--- src/rtl/tri_scan_pkg.sv ---
// Shared types, state encoding and default geometry/latency constants
// for the triangle pixel scanner and its coordinate delay line.
package tri_scan_pkg;

  localparam int COORD_WIDTH_DEF  = 32;
  localparam int SCREEN_W_DEF     = 320;
  localparam int SCREEN_H_DEF     = 180;
  localparam int BARY_LATENCY_DEF = 13;

  typedef logic signed [COORD_WIDTH_DEF/2-1:0] coord_t;
  typedef coord_t [2:0] vec3_t;

  typedef enum logic [2:0] {
    ST_IDLE,
    ST_BBOX,
    ST_BARY_RST,
    ST_BARY_INIT,
    ST_WAIT_INIT,
    ST_SCAN,
    ST_DRAIN,
    ST_DONE
  } st_e;

endpackage

--- src/rtl/pix_delay_line.sv ---
// Fixed-depth shift register carrying {valid, x, y} so pixel coordinates
// leave aligned with the barycentric result; synchronous clear.
module pix_delay_line #(
  parameter int DEPTH = 13,
  parameter int WIDTH = 33
) (
  input  logic             clk_in,
  input  logic             clr_in,
  input  logic [WIDTH-1:0] din,
  output logic [WIDTH-1:0] dout
);

  logic [DEPTH-1:0][WIDTH-1:0] sr_q, sr_d;

  always_comb begin
    sr_d    = sr_q;
    sr_d[0] = din;
    for (int i = 1; i < DEPTH; i++) begin
      sr_d[i] = sr_q[i-1];
    end
  end

  always_ff @(posedge clk_in) begin
    if (clr_in) sr_q <= '0;
    else        sr_q <= sr_d;
  end

  assign dout = sr_q[DEPTH-1];

endmodule

--- src/rtl/tri_pixel_scanner.sv ---
// Triangle setup and raster pixel issue ahead of the barycentric unit.
// Optional TRI_PIXEL_SCANNER_PERF_EN adds a per-triangle pix_count output.
//
// state     | meaning
// IDLE      | ready for a triangle
// BBOX      | clamp bounding box from registered vertices
// BARY_RST  | reset pulse to barycentric unit
// BARY_INIT | init pulse to barycentric unit
// WAIT_INIT | wait for init_done / init_failed
// SCAN      | issue one pixel per unstalled cycle
// DRAIN     | let the barycentric pipeline empty
// DONE      | tri_done pulse
module tri_pixel_scanner
  import tri_scan_pkg::*;
#(
  parameter int COORD_WIDTH  = COORD_WIDTH_DEF,
  parameter int SCREEN_W     = SCREEN_W_DEF,
  parameter int SCREEN_H     = SCREEN_H_DEF,
  parameter int BARY_LATENCY = BARY_LATENCY_DEF
) (
  input  logic                         clk_in,
  input  logic                         rst_in,
  input  logic                         tri_valid,
  input  logic [2:0][COORD_WIDTH/2-1:0] tri_a,
  input  logic [2:0][COORD_WIDTH/2-1:0] tri_b,
  input  logic [2:0][COORD_WIDTH/2-1:0] tri_c,
  output logic                         tri_ready,
  input  logic                         stall_in,
  output logic                         bary_rst,
  output logic                         bary_init,
  output logic [2:0][COORD_WIDTH/2-1:0] bary_a,
  output logic [2:0][COORD_WIDTH/2-1:0] bary_b,
  output logic [2:0][COORD_WIDTH/2-1:0] bary_c,
  input  logic                         bary_init_done,
  input  logic                         bary_init_failed,
  output logic [2:0][COORD_WIDTH/2-1:0] bary_p,
  output logic                         bary_valid,
  output logic [COORD_WIDTH/2-1:0]     pix_x,
  output logic [COORD_WIDTH/2-1:0]     pix_y,
  output logic                         pix_valid,
  output logic                         tri_done,
  output logic                         tri_skipped
`ifdef TRI_PIXEL_SCANNER_PERF_EN
  ,
  output logic [31:0]                  pix_count
`endif
);

  localparam int CW    = COORD_WIDTH / 2;
  localparam int CNT_W = (BARY_LATENCY > 1) ? $clog2(BARY_LATENCY) : 1;
  localparam logic signed [CW-1:0] X_HI = CW'(SCREEN_W - 1);
  localparam logic signed [CW-1:0] Y_HI = CW'(SCREEN_H - 1);

  function automatic logic signed [CW-1:0] smin(input logic signed [CW-1:0] p,
                                                input logic signed [CW-1:0] q);
    return (p < q) ? p : q;
  endfunction

  function automatic logic signed [CW-1:0] smax(input logic signed [CW-1:0] p,
                                                input logic signed [CW-1:0] q);
    return (p > q) ? p : q;
  endfunction

  st_e state_q, state_d;

  logic [2:0][CW-1:0]   a_q, a_d, b_q, b_d, c_q, c_d;
  logic signed [CW-1:0] xmin_q, xmin_d, xmax_q, xmax_d, ymax_q, ymax_d;
  logic signed [CW-1:0] x_q, x_d, y_q, y_d;
  logic [CNT_W-1:0]     drain_q, drain_d;
  logic                 skipped_q, skipped_d;

  logic signed [CW-1:0] ax, ay, bx, by, cx, cy;
  logic signed [CW-1:0] bb_xmin, bb_xmax, bb_ymin, bb_ymax;
  logic                 bb_empty, issue, last_pix;
  logic                 unused_z;

  assign unused_z = ^{tri_a[2], tri_b[2], tri_c[2]};

  assign ax = $signed(a_q[0]);
  assign ay = $signed(a_q[1]);
  assign bx = $signed(b_q[0]);
  assign by = $signed(b_q[1]);
  assign cx = $signed(c_q[0]);
  assign cy = $signed(c_q[1]);

  assign bb_xmin  = smax(smin(smin(ax, bx), cx), '0);
  assign bb_xmax  = smin(smax(smax(ax, bx), cx), X_HI);
  assign bb_ymin  = smax(smin(smin(ay, by), cy), '0);
  assign bb_ymax  = smin(smax(smax(ay, by), cy), Y_HI);
  assign bb_empty = (bb_xmin > bb_xmax) || (bb_ymin > bb_ymax);

  assign issue    = (state_q == ST_SCAN) && !stall_in;
  assign last_pix = (x_q == xmax_q) && (y_q == ymax_q);

  always_ff @(posedge clk_in) begin
    if (rst_in) state_q <= ST_IDLE;
    else        state_q <= state_d;
  end

  always_comb begin
    state_d = state_q;
    case (state_q)
      ST_IDLE:      if (tri_valid) state_d = ST_BBOX;
      ST_BBOX:      state_d = bb_empty ? ST_DONE : ST_BARY_RST;
      ST_BARY_RST:  state_d = ST_BARY_INIT;
      ST_BARY_INIT: state_d = ST_WAIT_INIT;
      ST_WAIT_INIT: begin
        if (bary_init_failed)    state_d = ST_DONE;
        else if (bary_init_done) state_d = ST_SCAN;
      end
      ST_SCAN:      if (issue && last_pix) state_d = ST_DRAIN;
      ST_DRAIN:     if (drain_q == '0) state_d = ST_DONE;
      ST_DONE:      state_d = ST_IDLE;
      default:      state_d = ST_IDLE;
    endcase
  end

  always_comb begin
    tri_ready   = 1'b0;
    bary_rst    = 1'b0;
    bary_init   = 1'b0;
    bary_valid  = 1'b0;
    tri_done    = 1'b0;
    tri_skipped = 1'b0;
    case (state_q)
      ST_IDLE:      tri_ready = !rst_in;
      ST_BARY_RST:  bary_rst = 1'b1;
      ST_BARY_INIT: bary_init = 1'b1;
      ST_SCAN:      bary_valid = !stall_in;
      ST_DONE: begin
        tri_done    = 1'b1;
        tri_skipped = skipped_q;
      end
      default: ;
    endcase
  end

  always_comb begin
    a_d       = a_q;
    b_d       = b_q;
    c_d       = c_q;
    xmin_d    = xmin_q;
    xmax_d    = xmax_q;
    ymax_d    = ymax_q;
    x_d       = x_q;
    y_d       = y_q;
    drain_d   = drain_q;
    skipped_d = skipped_q;
    case (state_q)
      ST_IDLE: begin
        if (tri_valid) begin
          a_d       = {{CW{1'b0}}, tri_a[1], tri_a[0]};
          b_d       = {{CW{1'b0}}, tri_b[1], tri_b[0]};
          c_d       = {{CW{1'b0}}, tri_c[1], tri_c[0]};
          skipped_d = 1'b0;
        end
      end
      ST_BBOX: begin
        xmin_d    = bb_xmin;
        xmax_d    = bb_xmax;
        ymax_d    = bb_ymax;
        x_d       = bb_xmin;
        y_d       = bb_ymin;
        skipped_d = bb_empty;
      end
      ST_WAIT_INIT: if (bary_init_failed) skipped_d = 1'b1;
      ST_SCAN: begin
        if (issue) begin
          if (x_q == xmax_q) begin
            x_d = xmin_q;
            y_d = y_q + CW'(1);
          end else begin
            x_d = x_q + CW'(1);
          end
          if (last_pix) drain_d = CNT_W'(BARY_LATENCY - 1);
        end
      end
      ST_DRAIN: if (drain_q != '0) drain_d = drain_q - CNT_W'(1);
      default: ;
    endcase
  end

  always_ff @(posedge clk_in) begin
    if (rst_in) begin
      a_q       <= '0;
      b_q       <= '0;
      c_q       <= '0;
      xmin_q    <= '0;
      xmax_q    <= '0;
      ymax_q    <= '0;
      x_q       <= '0;
      y_q       <= '0;
      drain_q   <= '0;
      skipped_q <= 1'b0;
    end else begin
      a_q       <= a_d;
      b_q       <= b_d;
      c_q       <= c_d;
      xmin_q    <= xmin_d;
      xmax_q    <= xmax_d;
      ymax_q    <= ymax_d;
      x_q       <= x_d;
      y_q       <= y_d;
      drain_q   <= drain_d;
      skipped_q <= skipped_d;
    end
  end

  assign bary_a = a_q;
  assign bary_b = b_q;
  assign bary_c = c_q;
  assign bary_p = {{CW{1'b0}}, y_q, x_q};

  // Runs every cycle, stalled or not: the barycentric pipeline never waits.
  logic [2*CW:0] dly_in, dly_out;
  assign dly_in = {bary_valid, x_q, y_q};

  pix_delay_line #(
    .DEPTH(BARY_LATENCY),
    .WIDTH(2*CW + 1)
  ) u_pix_delay_line (
    .clk_in(clk_in),
    .clr_in(rst_in),
    .din   (dly_in),
    .dout  (dly_out)
  );

  assign {pix_valid, pix_x, pix_y} = dly_out;

`ifdef TRI_PIXEL_SCANNER_PERF_EN
  logic [31:0] pix_count_q, pix_count_d;

  always_comb begin
    pix_count_d = pix_count_q;
    if (state_q == ST_IDLE && tri_valid) pix_count_d = '0;
    else if (issue)                      pix_count_d = pix_count_q + 32'(1);
  end

  always_ff @(posedge clk_in) begin
    if (rst_in) pix_count_q <= '0;
    else        pix_count_q <= pix_count_d;
  end

  assign pix_count = pix_count_q;
`endif

endmodule

--- config.mk ---
export PLATFORM = sky130hd
export DESIGN_NAME = tri_pixel_scanner
export DESIGN_NICKNAME = d
export VERILOG_FILES = /design/src/rtl/tri_scan_pkg.sv /design/src/rtl/pix_delay_line.sv /design/src/rtl/tri_pixel_scanner.sv
export SDC_FILE = /design/constraint.sdc
export NUM_CORES = 1
export LEC_CHECK = 0
export ABC_AREA = 1
export BUFFER_PORTS_ARGS = -buffer_cell sky130_fd_sc_hd__buf_2
export CORE_AREA = 8 8 255 257
export DETAILED_ROUTE_END_ITERATION = 16
export DIE_AREA = 0 0 263 265
export PLACE_DENSITY = 0.71
export SLEW_MARGIN = 10
export SYNTH_ARGS = -nofsm -noshare
export SYNTH_HDL_FRONTEND = slang
export SYNTH_SLANG_ARGS = --single-unit
--- constraint.sdc ---
create_clock -name clk_in -period 9.95 [get_ports clk_in]
set_input_delay 0 -clock clk_in [delete_from_list [all_inputs] [get_ports clk_in]]
set_output_delay 0 -clock clk_in [all_outputs]
set_load 0.02 [all_outputs]
# Word-level counts from Yosys, hierarchy flattened
# Cells that the tools add are included.
# op_classes
add_sub_neg,3
magnitude_cmp,14
eq_ne,18
muxes,38
n_reduce_logical,18
# op_table
operator,n
16-bit 2-to-1 mux,16
16-bit > comparator,6
16-bit less-than comparator,4
16-bit case mux with 2 select lines,2
16-bit by 2-bit adder with 16-bit output (second input constant),2
16-bit equality test,2
16-bit by 1-bit > comparator with 1-bit output (second input constant),2
3-bit case mux with 8 select lines,1
3-bit 2-to-1 mux,6
16-bit by 10-bit less-than comparator with 1-bit output (second input constant),1
16-bit by 9-bit less-than comparator with 1-bit output (second input constant),1
3-bit equality test (second input constant),4
4-bit 2-to-1 mux,3
2-bit != test (second input constant),6
1-bit 2-to-1 mux,8
4-bit case mux with 2 select lines,1
4-bit AND reduction,2
3-bit by 2-bit equality test with 1-bit output (second input constant),2
3-bit AND reduction,2
4-bit logical NOT,1
2-bit by 1-bit != test with 1-bit output (second input constant),2
2-bit AND reduction,2
2-bit nonzero test,2
4-bit nonzero test,1
other kinds (9),12
# word_totals
reg_bits,613
input_bits,150
output_inout_bits,231
elab_cells,118

# Longest topological paths before layout
# depth
depth_word,10
mapped_depth,51
depth_no_buf,48

# Modules after synthesis
# Synthesis repeated with hierarchy kept, for this count alone.
# unflattened
hier_cells,3343
hier_area_um2,25771.0
# modules_own_cells
module,n_inst,cells_each,area_each_um2
tri_pixel_scanner,1,2008,13434.1
pix_delay_line,1,1335,12336.8

# Least setup slack after synthesis
# OpenSTA, ideal clock, no wires.
# synth_path
path_kind,register to register
start,register b_q (netlist bit by[15])
end,register skipped_q
setup_ns,0.128
arrival_ns,6.618
required_ns,9.822
setup_slack_ns,3.205
path_stages_with_launch,47
path_buffers,2
period_less_slack_ns,6.745
path_cell_list,dfxtp_1 > inv_1 > ha_1 > nand2_2 > nor2_4 > nand2_2 > nor3_4 > nand2_2 > nand3_2 > nand2_2 > nand2_4 > inv_1 > nand2_1 > clkbuf_1 > nand2_1 > o21ai_0 > ha_1 > inv_1 > [... 11 more ...] > o21ai_0 > nor4_1 > nand3_1 > ha_1 > or2_2 > ha_1 > nand2_1 > inv_1 > a221oi_1 > o221ai_1 > a21oi_1 > o211ai_1 > o211ai_1 > o21ai_0 > nand2_1 > a21oi_1 > a21oi_1 > nor2_1
# synth_via
elab_chain_cells,9
word_cells_on_any_way,15
# synth_lines
element,line_no,rtl
"start, declared",tri_pixel_scanner.sv:66,"logic [2:0][CW-1:0] a_q, a_d, b_q, b_d, c_q, c_d;"
"start signal, assigned",tri_pixel_scanner.sv:186,b_q <= '0;
"start signal, assigned",tri_pixel_scanner.sv:197,b_q <= b_d;
16-bit less-than comparator or 16-bit > comparator (tied branches),"tri_pixel_scanner.sv:56, tri_pixel_scanner.sv:61",
"16-bit 2-to-1 mux, on equally long branches","tri_pixel_scanner.sv:56, tri_pixel_scanner.sv:61",
16-bit less-than comparator or 16-bit > comparator (tied branches),"tri_pixel_scanner.sv:56, tri_pixel_scanner.sv:61",
"16-bit 2-to-1 mux, on equally long branches","tri_pixel_scanner.sv:56, tri_pixel_scanner.sv:61",
16-bit by 1-bit > comparator with 1-bit output or 16-bit by 9-bit less-than comparator with 1-bit output (tied branches),"tri_pixel_scanner.sv:61, tri_pixel_scanner.sv:56",
"16-bit 2-to-1 mux, on equally long branches","tri_pixel_scanner.sv:61, tri_pixel_scanner.sv:56",
16-bit > comparator *,tri_pixel_scanner.sv:90,assign bb_empty = (bb_xmin > bb_xmax) || (bb_ymin > bb_ymax);
1-bit logical OR *,tri_pixel_scanner.sv:90,
1-bit case mux with 3 select lines *,tri_pixel_scanner.sv:149,case (state_q)
"end signal, assigned",tri_pixel_scanner.sv:205,skipped_q <= skipped_d;
"end, declared",tri_pixel_scanner.sv:70,"logic skipped_q, skipped_d;"
# Mark *: on every way between the ends. The rest lies on a longest branch, timed or not.
# A chain may end at the register's enable or synchronous reset.

# Worst setup path after layout
# Ends and elaborated chain as after synthesis.

==> impl_metrics.tcl <==
set metrics [dict create \
    crit_path_end_kind "flop" \
    place_congestion 0.9028 \
    area_growth_pct 18.63 \
    min_period_over_period_pct 83.33 \
    cp_max_fo 28 \
    ir_drop_mv 0.3053 \
    ys.flop_type "dfxtp_1" \
    synth.distinct_cells 52 \
    critPathBufInv 6 \
    synth_top_area_cell "dfxtp_1" \
    worstSkewPairLatency_ps 590 \
    r2r_start "by[15]" \
    overflow 0 \
    skew_ps 23.41 \
    hold_depth 4 \
    top_layer_used "met4" \
    startpoint_type "flop" \
    antenna_left 0 \
    reg2reg_slack_ps 1660 \
    synth_edf_count 0 \
    critical-path-top-delay-family "compound AO/OA/AOI/OAI gates" \
    synth-compound-area-share_pct 10.44 \
    p_leak_nw 13.32 \
    r2r_end "skipped_q" \
    htreeDepth 3 \
    worst_pin_slew_ps 1116 \
    netlist_instances 3304 \
    worstHoldPathType "input port to flop" \
    die_x_um 263 \
    die_area_sq_um 69700 \
    ys_seq_elements 613 \
    pin_count 381 \
    route.vias.total 20160 \
    cts_buffers 66 \
    vias_per_cell 4.533 \
    mostFrequentLayoutCells "inv_1, dfxtp_1, nor2_1" \
    wl_met1_um 25440 \
    fin_setup_tns_ps 0 \
    cp.arrival_ps 8760 \
    relSlewSlack_pct 25.55 \
    grt_pass1_vias 19080 \
    fin_crit_ps 8292 \
    max_clock_freq_mhz 120.6 \
    cts_sinks 613 \
    num-fill-cells 5836 \
    maxCapViolCount 0 \
    yosys.area.top_type_share_pct 48.39 \
    cts_root_buffer "clkbuf_16" \
    rsz0062_at_grt "false" \
    wl_met3_um 5004 \
    powerDensity_nw_per_um2 389.7 \
    synthAdderAreaFrac_pct 6.463 \
    synth.avg_cell_area_sq_um 7.676 \
    max_stage_delay_ps 660 \
    hold-path-endpoint "by[4]" \
    hold-worst-slack_ps 224.3 \
    cpMostUsedCell "nand2_1" \
    detailed_place_hpwl_um 42880 \
    die_y_um 265 \
    drt_wl_total_um 59780 \
    cts_tree "built" \
    grt_pass1_wl_um 96830 \
    core.rowCount 91 \
    status "finished, final reports clean" \
    grt_use_total_pct 16.69 \
    finalNetCount 3885 \
    min_from "tri_b[20]" \
    routed-wl-met2_um 27720 \
    final_layout_size_suffix_gt1_share_pct 12.23 \
    grt_max_degree 200 \
    dr.pass1.iters 6 \
    antenna_found_initial 2 \
    path_depth 44 \
    drtIter0Drc 1146 \
    synth_mux_area_share_pct 0.03947 \
    async_flop_share_pct 0 \
    setup_viol 0 \
    cts_buffer_depth 3 \
    final_common_cell "inv_1" \
    synth-seq-area-share_pct 48.39 \
    clkTransAtPathRegs_ps 60 \
    cpMaxStageDelayCell "o41ai_1" \
    synthSimpleGateAreaFrac_pct 19.14 \
    syn_area_sq_um 25360 \
    start_util_pct 41.56 \
    synth_top_family_by_area "simple AND/OR/NAND/NOR gates" \
    finalHoldViolations 0 \
    reg2reg_depth 44 \
    wire_per_inst_um 13.44 \
    worstSetupPathType "flop to flop" \
    maxSlewViolCount 0 \
    io_buffers 268 \
    drc 0 \
    ys_warn_count 0 \
    synth_xor_area_share_pct 1.140 \
    final_core_util_pct 49.30 \
    coreArea_sq_um 61030 \
    worstPathRequired_ps 10420 \
    synthTopCellsByArea "dfxtp_1, inv_1, nor2_1, ha_1, nand2_1" \
]
worst reg2reg max path: cells and delay by family, from the launching register on:
kind | cells | cell delay (ps)
fa+ha+maj | 4 | 1360
compound gates | 16 | 3280
simple gates | 18 | 2210
flops | 1 | 360
buf+inv | 6 | 960
where the power goes:
part	switching (mW)	internal (mW)	total (mW)	leakage (nW)
registers	0.217	2.72	2.93	4.96
logic	4.34	2.03	6.37	7.27
clock network	0.984	1.44	2.42	1.09
cell type report:
type                            instances  area (sq um)  share of cell area [%]
Clock inverter                         31         322.8                   1.073
Antenna cell                            2         5.005                 0.01663
Timing Repair Buffer                  387          2517                   8.367
Clock buffer                           88          1867                   6.205
Multi-Input combinational cell       1892          9697                   32.23
Inverter                              644          2417                   8.035
Sequential cell                       613         12270                   40.79
Tap cell                              790         988.4                   3.285
flip-flops by register name (all words and copies together), names as in the netlist:
name                   count
drain_q                    4
x_q                       16
by                        16
u_pix_delay_line.dout     33
ax                        16
y_q                       16
xmax_q                    16
ay                        16
bx                        16
ymax_q                    16
xmin_q                    16
cy                        16
cx                        16
skipped_q                  1
state_q                    3
u_pix_delay_line.sr_d    396
cell families after synthesis:
kind of cell / Yosys count
simple gates: 1165
buf+inv: 864
flops: 613
compound gates: 496
fa+ha+maj: 131
xor+xnor: 33
other cells: 1
mux: 1
worst max path at each step:
stage | start | end | slack [ps]
floorplan | by[15] | skipped_q | 3200
global route | by[15] | skipped_q | 760
detailed placement | by[15] | skipped_q | 1650
finish | by[15] | skipped_q | 1660
global placement | by[15] | skipped_q | 1640
CTS | by[15] | skipped_q | 1620
cells in the mapped netlist, types with 18 or more instances:
master / instances
a21oi_1: 195
inv_1: 641
nand2_1: 418
o21ai_0: 232
nor3_1: 39
clkbuf_1: 111
nor2_1: 526
nand4_1: 18
ha_1: 131
dfxtp_1: 613
buf_4: 96
o22ai_1: 18
nand3_1: 100
xor2_1: 24
stage by stage:
stage	setup slack, ps	instances	area [sq um]	power, mW
finish	1658	4447	30090	11.72
global placement	1645	4222	26850	9.153
floorplan	3205	3369	25610	7.771
global route	764.3	4446	30080	12.75
detailed placement	1653	4222	26850	9.267
CTS	1624	4445	30080	11.77
layer usage:
metal,up-vias,track usage (%)
li1,10630,-
met1,8859,19.77
met2,562,28.36
met3,108,5.828
met4,0,5.037
met5,-,0
repair_timing:
| action | 4_1_cts | 5_1_grt |
|---|---|---|
| setup buffers | 0 | 0 |
| hold buffers | 104 | 0 |
| hold endpoints to repair | 148 | 0 |
| resized for setup | 0 | 0 |
Note: power is estimated with default switching activity, not from simulation.
